**config.mk**
```make
export PLATFORM = sky130hd
export DESIGN_NAME = ram_lane_nxm_flat
export DESIGN_NICKNAME = d
export VERILOG_FILES = /design/src/rtl/ram_lane_nxm_pkg.sv /design/src/rtl/ram_lane_nxm_if.sv /design/src/rtl/ram_lane_nxm_sweep_ctrl.sv /design/src/rtl/ram_lane_nxm.sv /design/src/flat_wrapper.sv
export SDC_FILE = /design/constraint.sdc
export NUM_CORES = 1
export LEC_CHECK = 0
export ABC_AREA = 1
export ABC_CLOCK_PERIOD_IN_PS = 2900
export CORE_AREA = 2 2 54 56
export DETAILED_ROUTE_END_ITERATION = 6
export DIE_AREA = 0 0 56 58
export PLACE_DENSITY = 0.81
export SLEW_MARGIN = 40
export SYNTH_ARGS = -nofsm -noshare
export SYNTH_HDL_FRONTEND = slang
export SYNTH_SLANG_ARGS = --single-unit
```
**constraint.sdc**
```tcl
create_clock -name CLK_ -period 2.9 [get_ports CLK_]
set_clock_uncertainty 0.05 [all_clocks]
set_input_delay 0.435 -clock CLK_ [delete_from_list [all_inputs] [get_ports CLK_]]
set_output_delay 0.435 -clock CLK_ [all_outputs]
set_load 0.005 [all_outputs]
```
**src/rtl/ram_lane_nxm_pkg.sv**
```systemverilog
// rtl/ram_lane_nxm_pkg.sv - shared types and defaults for the lane-masked RAM
package ram_pkg;

  typedef enum logic {
    IDLE  = 1'b0,
    SWEEP = 1'b1
  } state_e;

  localparam logic WRITE = 1'b1;
  localparam logic READ  = 1'b0;

  localparam int DATA_W_DEF = 8;
  localparam int LANE_W_DEF = 4;
  localparam int DEPTH_DEF  = 2;

endpackage

```
**src/rtl/ram_lane_nxm_if.sv**
```systemverilog
// rtl/ram_lane_nxm_if.sv - access/sweep bus of the lane-masked RAM
interface ram_lane_nxm_if
  import ram_pkg::*;
#(
  parameter int DATA_W = DATA_W_DEF,
  parameter int LANE_W = LANE_W_DEF,
  parameter int DEPTH  = DEPTH_DEF
);
  localparam int ADDR_W = $clog2(DEPTH);
  localparam int LANES  = DATA_W / LANE_W;

  logic              EN_;
  logic              R_W_;
  logic [ADDR_W-1:0] ADDR_;
  logic [LANES-1:0]  LANE_;
  logic [DATA_W-1:0] DATA_IN;
  logic              SWEEP_;
  logic [DATA_W-1:0] DATA_OUT;
  logic              VALID_;
  logic              BUSY_;

  modport master (
    output EN_, R_W_, ADDR_, LANE_, DATA_IN, SWEEP_,
    input  DATA_OUT, VALID_, BUSY_
  );

  modport slave (
    input  EN_, R_W_, ADDR_, LANE_, DATA_IN, SWEEP_,
    output DATA_OUT, VALID_, BUSY_
  );

endinterface

```
**src/rtl/ram_lane_nxm_sweep_ctrl.sv**
```systemverilog
// rtl/ram_lane_nxm_sweep_ctrl.sv - clear-sweep FSM walking every word once
module ram_sweep_ctrl
  import ram_pkg::*;
#(
  parameter int DEPTH = DEPTH_DEF,
  localparam int ADDR_W = $clog2(DEPTH)
) (
  input  logic              clk_i,
  input  logic              rst_i,
  input  logic              sweep_i,
  output logic              busy_o,
  output logic              clr_en_o,
  output logic [ADDR_W-1:0] clr_addr_o
);

  localparam logic [ADDR_W-1:0] LAST = ADDR_W'(DEPTH - 1);

  state_e            state_q, state_d;
  logic [ADDR_W-1:0] cnt_q, cnt_d;

  always_ff @(posedge clk_i or posedge rst_i) begin
    if (rst_i) begin
      state_q <= IDLE;
      cnt_q   <= '0;
    end else begin
      state_q <= state_d;
      cnt_q   <= cnt_d;
    end
  end

  always_comb begin
    state_d = state_q;
    cnt_d   = cnt_q;
    case (state_q)
      IDLE: begin
        if (sweep_i) begin
          state_d = SWEEP;
          cnt_d   = '0;
        end
      end
      SWEEP: begin
        if (cnt_q == LAST) begin
          state_d = IDLE;
          cnt_d   = '0;
        end else begin
          cnt_d = cnt_q + 1'b1;
        end
      end
      default: begin
        state_d = IDLE;
        cnt_d   = '0;
      end
    endcase
  end

  assign busy_o     = (state_q == SWEEP);
  assign clr_en_o   = (state_q == SWEEP);
  assign clr_addr_o = cnt_q;

endmodule

```
**src/rtl/ram_lane_nxm.sv**
```systemverilog
// rtl/ram_lane_nxm.sv - DEPTH x DATA_W register RAM with lane-masked writes,
// registered read and background clear sweep
module ram_lane_nxm
  import ram_pkg::*;
#(
  parameter int DATA_W = DATA_W_DEF,
  parameter int LANE_W = LANE_W_DEF,
  parameter int DEPTH  = DEPTH_DEF
) (
  input  logic          CLK_,
  input  logic          CLR_,
  ram_lane_nxm_if.slave bus
);

  localparam int ADDR_W = $clog2(DEPTH);
  localparam int LANES  = DATA_W / LANE_W;
  localparam logic [ADDR_W:0] DEPTH_L = (ADDR_W + 1)'(DEPTH);

  logic [DATA_W-1:0] mem_q [DEPTH];
  logic [DATA_W-1:0] dout_q, dout_d;
  logic              valid_q, valid_d;

  logic              busy;
  logic              clr_en;
  logic [ADDR_W-1:0] clr_addr;

  logic              accept;
  logic              in_range;
  logic [DATA_W-1:0] rd_word;
  logic              wr_en;
  logic [ADDR_W-1:0] wr_addr;
  logic [DATA_W-1:0] wr_word;

  ram_sweep_ctrl #(.DEPTH(DEPTH)) u_sweep (
    .clk_i      (CLK_),
    .rst_i      (CLR_),
    .sweep_i    (bus.SWEEP_),
    .busy_o     (busy),
    .clr_en_o   (clr_en),
    .clr_addr_o (clr_addr)
  );

  // A sweep request wins over an access presented in the same cycle.
  assign accept   = bus.EN_ && !busy && !bus.SWEEP_;
  assign in_range = ({1'b0, bus.ADDR_} < DEPTH_L);
  assign rd_word  = in_range ? mem_q[bus.ADDR_] : '0;

  always_comb begin
    wr_en   = 1'b0;
    wr_addr = clr_addr;
    wr_word = rd_word;
    dout_d  = dout_q;
    valid_d = 1'b0;
    if (clr_en) begin
      wr_en   = 1'b1;
      wr_addr = clr_addr;
      wr_word = '0;
    end else if (accept && bus.R_W_ == WRITE) begin
      wr_en   = in_range && (|bus.LANE_);
      wr_addr = bus.ADDR_;
      for (int i = 0; i < LANES; i++) begin
        if (bus.LANE_[i]) begin
          wr_word[i*LANE_W +: LANE_W] = bus.DATA_IN[i*LANE_W +: LANE_W];
        end
      end
    end else if (accept && bus.R_W_ == READ) begin
      dout_d  = rd_word;
      valid_d = 1'b1;
    end
  end

  always_ff @(posedge CLK_ or posedge CLR_) begin
    if (CLR_) begin
      for (int w = 0; w < DEPTH; w++) begin
        mem_q[w] <= '0;
      end
      dout_q  <= '0;
      valid_q <= 1'b0;
    end else begin
      if (wr_en) begin
        mem_q[wr_addr] <= wr_word;
      end
      dout_q  <= dout_d;
      valid_q <= valid_d;
    end
  end

  assign bus.DATA_OUT = dout_q;
  assign bus.VALID_   = valid_q;
  assign bus.BUSY_    = busy;

endmodule

```
**src/flat_wrapper.sv**
```systemverilog
// flat-port wrapper written by rule: the top's interface ports become plain ports
module ram_lane_nxm_flat import ram_pkg::*;
#(
  parameter int DATA_W = DATA_W_DEF,
  parameter int LANE_W = LANE_W_DEF,
  parameter int DEPTH  = DEPTH_DEF
)
  (CLK_, CLR_, bus_EN_, bus_R_W_, bus_ADDR_, bus_LANE_, bus_DATA_IN, bus_SWEEP_, bus_DATA_OUT, bus_VALID_, bus_BUSY_);
  ram_lane_nxm_if #(.DATA_W(DATA_W), .LANE_W(LANE_W), .DEPTH(DEPTH)) bus_i ();
  input  logic CLK_;
  input  logic CLR_;
  input wire logic [$bits(bus_i.EN_)-1:0] bus_EN_;
  input wire logic [$bits(bus_i.R_W_)-1:0] bus_R_W_;
  input wire logic [$bits(bus_i.ADDR_)-1:0] bus_ADDR_;
  input wire logic [$bits(bus_i.LANE_)-1:0] bus_LANE_;
  input wire logic [$bits(bus_i.DATA_IN)-1:0] bus_DATA_IN;
  input wire logic [$bits(bus_i.SWEEP_)-1:0] bus_SWEEP_;
  output wire logic [$bits(bus_i.DATA_OUT)-1:0] bus_DATA_OUT;
  output wire logic [$bits(bus_i.VALID_)-1:0] bus_VALID_;
  output wire logic [$bits(bus_i.BUSY_)-1:0] bus_BUSY_;
  assign bus_i.EN_ = bus_EN_;
  assign bus_i.R_W_ = bus_R_W_;
  assign bus_i.ADDR_ = bus_ADDR_;
  assign bus_i.LANE_ = bus_LANE_;
  assign bus_i.DATA_IN = bus_DATA_IN;
  assign bus_i.SWEEP_ = bus_SWEEP_;
  assign bus_DATA_OUT = bus_i.DATA_OUT;
  assign bus_VALID_ = bus_i.VALID_;
  assign bus_BUSY_ = bus_i.BUSY_;
  ram_lane_nxm #(.DATA_W(DATA_W), .LANE_W(LANE_W), .DEPTH(DEPTH)) u_core (.CLK_(CLK_), .CLR_(CLR_), .bus(bus_i));
endmodule
```
# After elaboration in Yosys (flattened, before gate mapping)
# Index checks and enable logic that the tools add are counted.
classes:
  addsub: 1
  mux: 23
  n_shift: 0
  n_eq_ne: 1
  n_reduce_logical: 9
  n_lt_le_gt_ge: 3
  n_div: 0
  bitwise: 5
  multipliers: 0
op_table:
  columns: ["operator", "count"]
  rows:
  - ["two-way mux 8 bit", 6]
  - ["bitwise mux 16 bit", 1]
  - ["two-way mux 1 bit", 11]
  - ["demux 8 bit (select 1 bit)", 1]
  - ["two-way mux 4 bit", 2]
  - ["logical AND 1 bit", 5]
  - [">= comparator 2 bit (second input constant)", 2]
  - ["NOT 1 -> 2 bit", 2]
  - ["case mux 1 bit (2 select lines)", 2]
  - ["NOT 1 bit", 3]
  - ["AND reduction 3 bit", 1]
  - ["zero test 1 bit", 2]
  - ["< comparator 2 x 1 -> 1 bit (second input constant)", 1]
  - ["inequality test 2 bit (second input constant)", 1]
  - ["OR reduction 2 bit", 1]
  - ["adder 1 bit (second input constant)", 1]
word_totals:
  reg_bits: 27
  romBits: 0
  word_cells: 48
  mem_count: 0
  latchBits: 0
  ramBits: 0
  out_inout_bits: 10
  inputBits: 16

# Logic depth before layout (Yosys ltp)
# Gate-level depths: netlist of run 1.
logic_depth:
  word_depth: 12
  depth_mapped: 9
  depth_no_buf: 8

# Hierarchy
# A second synthesis of run 1 with hierarchy kept.
hier_totals:
  hier_cells: 176
  hier_area_um2: 1346.3
modules_own_cells:
  columns: ["module", "n_inst", "area_each_um2", "cells_per_inst", "seq_area_each_um2"]
  rows:
  - ["ram_lane_nxm", 1, 1257.5, 165, 625.6]
  - ["ram_sweep_ctrl", 1, 88.8, 11, 50.0]

# Worst setup path after synthesis of run 1
# No wires, ideal clock.
synth_timing:
  path_kind: "input to register"
  startpoint: "in bus_ADDR_"
  endpoint: "reg u_core.mem_q[0] (netlist bit)"
  setup_slack_ps: 1494
  setup_time_ps: 117
  t_arrival_ps: 1239
  path_buffers: 2
  path_stages: 8
  required_ps: 2733
  cell_sequence: "buf_2 buf_2 o21ai_0 nand2_1 nand2_1 nor2_1 nand2_1 nand2_1"
synth_between:
  elab_chain_cells: 8
  word_cells_on_any_way: 16
  classes_between: "order compare (2); mux (11); bitwise (2); reduce/logical (1)"
synth_lines:
  columns: ["item", "line", "rtl"]
  rows:
  - ["start: declaration", "flat_wrapper.sv:14", "input wire logic [$bits(bus_i.ADDR_)-1:0] bus_ADDR_;"]
  - ["two-way mux 1 bit / NOT 1 -> 2 bit (equally long branches)", "ram_lane_nxm.sv:58, ram_lane_nxm.sv:46", null]
  - ["two-way mux 1 bit / two-way mux 8 bit (equally long branches)", "ram_lane_nxm.sv:54, ram_lane_nxm.sv:46", null]
  - ["NOT 1 -> 2 bit (implied by the code) / two-way mux 8 bit (equally long branches)", "ram_lane_nxm.sv:81, ram_lane_nxm.sv:46", null]
  - [">= comparator 2 bit (implied by the code) (tied with other cells)", "ram_lane_nxm.sv:81", "mem_q[wr_addr] <= wr_word;"]
  - ["logical AND 1 bit (implied by the code) / two-way mux 4 bit (equally long branches)", "ram_lane_nxm.sv:81, ram_lane_nxm.sv:62", null]
  - ["two-way mux 8 bit, on equally long branches", "ram_lane_nxm.sv:81, ram_lane_nxm.sv:58", null]
  - ["demux 8 bit (select 1 bit) / two-way mux 8 bit (equally long branches)", "ram_lane_nxm.sv:81, ram_lane_nxm.sv:54", null]
  - ["bitwise mux 16 bit (*)", "ram_lane_nxm.sv:81", null]
  - ["end signal: indexed assignment", "ram_lane_nxm.sv:81", null]
  - ["end: declaration", "ram_lane_nxm.sv:19", "logic [DATA_W-1:0] mem_q [DEPTH];"]
# Mark *: on every way between the ends. The rest lies on a longest branch, timed or not. The select of a mux whose other input is x is not followed.
# A chain may end at the register's enable or synchronous reset.

# Worst setup path in the final report of run 1
layout_timing:
  startpoint: "reg u_core.u_sweep.state_q, in the netlist u_core.u_sweep.busy_o"
  endpoint: "out bus_BUSY_"
layout_rtl:
  columns: ["item", "line", "rtl"]
  rows:
  - ["start: declaration", "ram_lane_nxm_sweep_ctrl.sv:18", "state_e state_q, state_d;"]
  - ["start signal: assignment", "ram_lane_nxm_sweep_ctrl.sv:26", "state_q <= state_d;"]
  - ["end: declaration", "flat_wrapper.sv:20", "output wire logic [$bits(bus_i.BUSY_)-1:0] bus_BUSY_;"]
# No word-level cell between the ends.

==> results.py, run 1 <==
metrics = {
    "yosys": {
        "synth-seq-area-share_pct": 48.1,
        "syn_area_mm2": 0.00140,
        "synthFlopType": "dfrtp_1",
        "syn_nets": 194,
        "synth_edf_count": 0,
        "synthTopCellsByCount": "nand2_1, dfrtp_1, nor2_1",
        "synth_top_area_cell": "dfrtp_1",
        "synth_cell_types": 18,
        "synth_warnings": 0,
        "synth.area.top_cells": "dfrtp_1, nand2_1, o21ai_2",
        "syn_avg_cell_area_um2": 7.89,
        "synth_cells": 178,
        "synth-seq-cells": 27,
        "synth_most_common_cell": "nand2_1",
        "async_flop_share_pct": 100,
        "netlist.area_leader.share_pct": 48.1,
    },
    "global_route": {
        "grt_pass1_wl_um": 4970,
        "overflow": 0,
        "grt_usage_pct": 19.7,
        "antenna_found_initial": 0,
        "grt_pass1_vias": 1106,
        "grt_max_degree": 28,
    },
    "finish": {
        "syn_to_final_growth_pct": 21.5,
        "nFillCells": 224,
        "seqCellArea_um2": 676,
        "final_area_mm2": 0.00171,
        "drive_gt1_share_pct": 13.2,
        "antenna_cells": 0,
        "fin_util_pct": 64.1,
        "final_nets": 222,
        "multi_input_area_um2": 658,
    },
    "place": {
        "dp_hpwl_um": 2150,
        "dpl_cell_area_mm2": 0.00168,
        "dp_slack_ps": 772,
        "place_congestion": 0.795,
        "io_buffers": 25,
    },
    "timing": {
        "setup-tns-final_ps": 0,
        "slew_viol_final": 0,
        "period_share_pct": 63.8,
        "slew_headroom_pct": 61.6,
        "setup-violations-final": 0,
        "max_freq_ghz": 0.541,
        "period_minus_slack_ps": 1850,
        "final-hold-violation-count": 0,
        "rsz0062_at_grt": "false",
        "setup_slack_ps": 1050,
        "worst_pin_slew_ps": 574,
    },
    "floorplan": {
        "die_h_um": 58,
        "row_count": 19,
        "die_w_um": 56,
        "dieArea_mm2": 0.00325,
        "core_mm2": 0.00266,
        "io_pins": 26,
        "initial_core_util_pct": 52.7,
    },
    "worst_setup_path": {
        "path_buf_inv": 1,
        "worstPathArrival_ps": 1360,
        "required_ps": 2410,
        "crit_family": "buffers and inverters",
        "crit_fanout": 5,
        "cp-start-kind": "flip-flop",
        "slowest_stage": "clkdlybuf4s50_1",
        "path_class": "flip-flop to output pin",
        "path_cells": "clkdlybuf4s50_1",
        "max_stage_delay_ps": 550,
        "critPathCaptureType": "output pin",
    },
    "power": {
        "p_per_area_mw_per_mm2": 838,
        "peakVddDrop_v": 0.000558,
        "p_leak_uw": 0.000879,
    },
    "clock_network": {
        "cts_sinks": 27,
        "clockRootBuffer": "clkbuf_4",
        "clock_path_buffers": 2,
        "htreeDepth": 1,
        "tritoncts": "yes",
        "clk_latency_ps": 320,
        "cts-resized-gates": 0,
        "ctsHoldBuffers": 0,
        "postCtsSetupBuffers": 0,
        "cts.clk_slew.worst_paths_ps": 140,
        "cts_buffers": 3,
    },
    "worst_hold_path": {
        "hold_path.class": "input pin to asynchronous set/reset pin",
    },
    "routing": {
        "routed_wl_um": 2900,
        "vias": 1197,
        "post_drt_via_cell_ratio": 5.07,
        "initialDrtViolationCount": 55,
        "wl_per_cell_um": 12.3,
        "drtPass1Iterations": 4,
        "ant_nets": 0,
        "drc": 0,
    },
    "outcome": {
        "outcome": "finished, final reports clean",
    },
    "flow_run": {
        "drv_cap": 0,
    },
}
layer usage:
layer  up-vias  global-route usage (%)  wire length, µm
met5         -                       0                0
met4         0                    7.82               26
met3         3                    2.68              138
met2        32                    31.9             1430
met1       556                    27.0             1300
li1        606                       -                -
power by group:
part | internal, µW | switching, µW
Clock | 53.8 | 104
Combinational | 280 | 383
Sequential | 519 | 89.7
Total | 853 | 576
path summary, 6_finish.rpt:
kind                                       start                endpoint  slack [ps]  cells after the start
hold / removal                              CLR_         u_core.mem_q[4]         400                      3
max in group asynchronous                   CLR_  u_core.bus.DATA_OUT[0]        2150                      3
hold reg to reg                  u_core.mem_q[1]         u_core.mem_q[1]         440                      2
setup / recovery           u_core.u_sweep.busy_o               bus_BUSY_        1050                      1
setup reg to reg           u_core.u_sweep.busy_o        u_core.mem_q[10]        1340                      7
min in group CLK_                u_core.mem_q[1]         u_core.mem_q[1]         440                      2
cells by family after synthesis:
family                 Yosys count  share of synthesized area [%]
AND/OR/NAND/NOR                116                           37.7
AO/OA/AOI/OAI                   19                           9.18
flip-flops                      27                           48.1
buffers and inverters           16                           4.99
flip-flops by register name (all words and copies together) (netlist names):
register,count
u_core.bus.DATA_OUT,8
u_core.bus.VALID_,1
u_core.mem_q,16
u_core.u_sweep.busy_o,1
u_core.u_sweep.clr_addr_o,1
layout by cell type (no fill, tap or decap):
cell type,count
nand2_1,84
dfrtp_1,27
clkdlybuf4s50_1,25
nor2_1,17
inv_1,11
o21ai_0,9
o21ai_2,9
nand2_2,4
nor2_2,3
clkbuf_4,3
nand4_2,2
nand4_1,2
nor2_8,2
nor2_4,1
inv_2,1
clkinv_1,1
nand3_4,1
a21oi_1,1
clkbuf_1,1
buf_4,1
worst reg2reg max path: cells and delay by family (launching register included):
| family | cells | cell delay (ps) |
|---|---|---|
| simple gates | 7 | 970 |
| flops | 1 | 480 |
cell type report:
| cell class | count | area share, % |
|---|---|---|
| Timing Repair Buffer | 26 | 15.1 |
| Inverter | 13 | 2.86 |
| Sequential cell | 27 | 39.6 |
| Clock buffer | 4 | 1.54 |
| Tap cell | 31 | 2.27 |
| Multi-Input combinational cell | 135 | 38.6 |
per-stage QoR:
step	total power [µW]	std cells	hold slack, ps
floorplan	1030	178	394
global placement	1260	232	407
detailed placement	1280	232	410
CTS	1440	236	404
global route	1540	236	443
finish	1430	236	403
Power figures use the tool's default switching activity.
==> inputs of run 2 (changes only) <==
ABC_CLOCK_PERIOD_IN_PS = 1850   (was 2900)
CORE_AREA = 2 2 56 58   (was 2 2 54 56)
DIE_AREA = 0 0 58 60   (was 0 0 56 58)
PLACE_DENSITY = 0.76   (was 0.81)
clock period = 1.85 ns   (was 2.9 ns; I/O delays follow)
==> results.py, run 2 (same netlist as run 1, synthesis figures left out) <==
metrics = {
    "outcome": {
        "outcome": "finished, final reports clean",
    },
    "timing": {
        "setup-violations-final": 0,
        "setup-tns-final_ps": 0,
        "rsz0062_at_grt": "false",
        "period_share_pct": 93.7,
        "slew_headroom_pct": 72.4,
        "final-hold-violation-count": 0,
        "slew_viol_final": 0,
        "max_freq_ghz": 0.577,
        "period_minus_slack_ps": 1730,
        "worst_pin_slew_ps": 413,
    },
    "global_route": {
        "grt_pass1_vias": 1136,
        "grt_usage_pct": 19.0,
        "overflow": 0,
        "antenna_found_initial": 0,
        "grt_pass1_wl_um": 4990,
        "grt_max_degree": 28,
    },
    "worst_setup_path": {
        "required_ps": 1520,
        "critPathCaptureType": "output pin",
        "path_cells": "clkdlybuf4s50_1",
        "reg2reg_to": "u_core.mem_q[14]",
        "startpoint": "u_core.u_sweep.busy_o",
        "worstPathArrival_ps": 1410,
        "max_stage_delay_ps": 560,
        "crit_fanout": 5,
        "r2r_start": "u_core.u_sweep.busy_o",
        "crit_family": "buffers and inverters",
        "cp-start-kind": "flip-flop",
        "rrSetupSlack_ps": 330,
        "path_class": "flip-flop to output pin",
        "rr_worst_depth": 7,
        "slowest_stage": "clkdlybuf4s50_1",
        "path_buf_inv": 1,
    },
    "clock_network": {
        "cts-resized-gates": 0,
        "postCtsSetupBuffers": 0,
        "tritoncts": "yes",
        "ctsHoldBuffers": 0,
        "clockRootBuffer": "clkbuf_4",
        "cts_sinks": 27,
        "cts_buffers": 3,
        "clk_latency_ps": 320,
        "clock_path_buffers": 2,
        "cts.clk_slew.worst_paths_ps": 140,
        "htreeDepth": 1,
    },
    "finish": {
        "largest_register_ffs": 16,
        "syn_to_final_growth_pct": 26.5,
        "final_area_mm2": 0.00178,
        "layout_commonest_cell": "nand2_1",
        "drive_gt1_share_pct": 16.8,
        "top_register": "u_core.mem_q",
        "antenna_cells": 0,
        "fin_util_pct": 61.2,
        "final_cell_mix": "nand2_1, dfrtp_1, clkdlybuf4s50_1",
        "final_nets": 231,
    },
    "flow_run": {
        "drv_cap": 0,
    },
    "power": {
        "peakVddDrop_v": 0.000791,
        "switchingPower_uw": 908,
        "p_int_uw": 1390,
        "switching_share_pct": 39.6,
        "power_frac_seq_pct": 41.7,
        "p_per_area_mw_per_mm2": 1290,
        "power_frac_comb_pct": 47.2,
        "pwr-share-clk_pct": 11.1,
        "p_leak_uw": 0.000921,
    },
    "routing": {
        "post_drt_via_cell_ratio": 4.91,
        "routed_wl_um": 2840,
        "wl_per_cell_um": 11.5,
        "drc": 0,
        "initialDrtViolationCount": 80,
        "ant_nets": 0,
        "drtPass1Iterations": 4,
        "vias": 1213,
    },
    "place": {
        "dpl_cell_area_mm2": 0.00175,
        "io_buffers": 25,
        "place_congestion": 0.822,
        "dp_hpwl_um": 2160,
    },
    "floorplan": {
        "initial_core_util_pct": 48.4,
        "row_count": 20,
        "dieArea_mm2": 0.00348,
        "io_pins": 26,
        "core_mm2": 0.00290,
        "die_h_um": 60,
        "die_w_um": 58,
    },
    "worst_hold_path": {
        "hold_path.class": "input pin to asynchronous set/reset pin",
    },
}
[run 2: changes by cell type in the layout (fill, tap and decap cells not counted)]
cell and change:
buf_4 +9
[run 2: per-layer routing]
layer | global-route usage, % | vias up | wire [µm]
li1 | - | 626 | -
met1 | 24.9 | 546 | 1280
met2 | 30.5 | 36 | 1380
met3 | 1.95 | 5 | 117
met4 | 11.6 | 0 | 54
met5 | 0 | - | 0
[run 2: per-stage QoR]
stage	hold slack, ps	std cells	power, µW	setup slack (ps)
finish	233	247	2300	116
global route	261	247	2500	49.4
CTS	229	247	2330	80.8
detailed placement	413	243	2060	69.6
global placement	407	243	2020	112
floorplan	280	178	1610	494
[run 2: worst max-delay path by stage]
stage,endpoint,cells past startpoint
after floorplan,u_core.bus.DATA_OUT[2],7
after global placement,u_core.mem_q[5],7
after CTS,bus_BUSY_,1
after global routing,bus_BUSY_,1
final,bus_BUSY_,1
after detailed placement,u_core.mem_q[12],7
[run 2: power groups by stage]
stage | logic [µW] | clock network [µW] | registers [µW]
after floorplan | 665 | 0 | 947
after global placement | 1070 | 0 | 953
after detailed placement | 1090 | 0 | 969
after CTS | 1090 | 276 | 957
after global routing | 1210 | 294 | 988
final | 1080 | 255 | 957
[run 2: cell type report]
type | count | area [µm²]
inverters | 13 | 48.8
multi-input cells | 135 | 658
fillers | 263 | 1130
flip-flops and latches | 27 | 676
well taps | 33 | 41.3
clock buffers | 4 | 26.3
repair buffers | 35 | 325
==> inputs of run 3 (changes only) <==
CAP_MARGIN = 40   (was not set)
==> results of run 3 <==
Same layout as run 2: the final DEF is identical, and so are final timing and power.
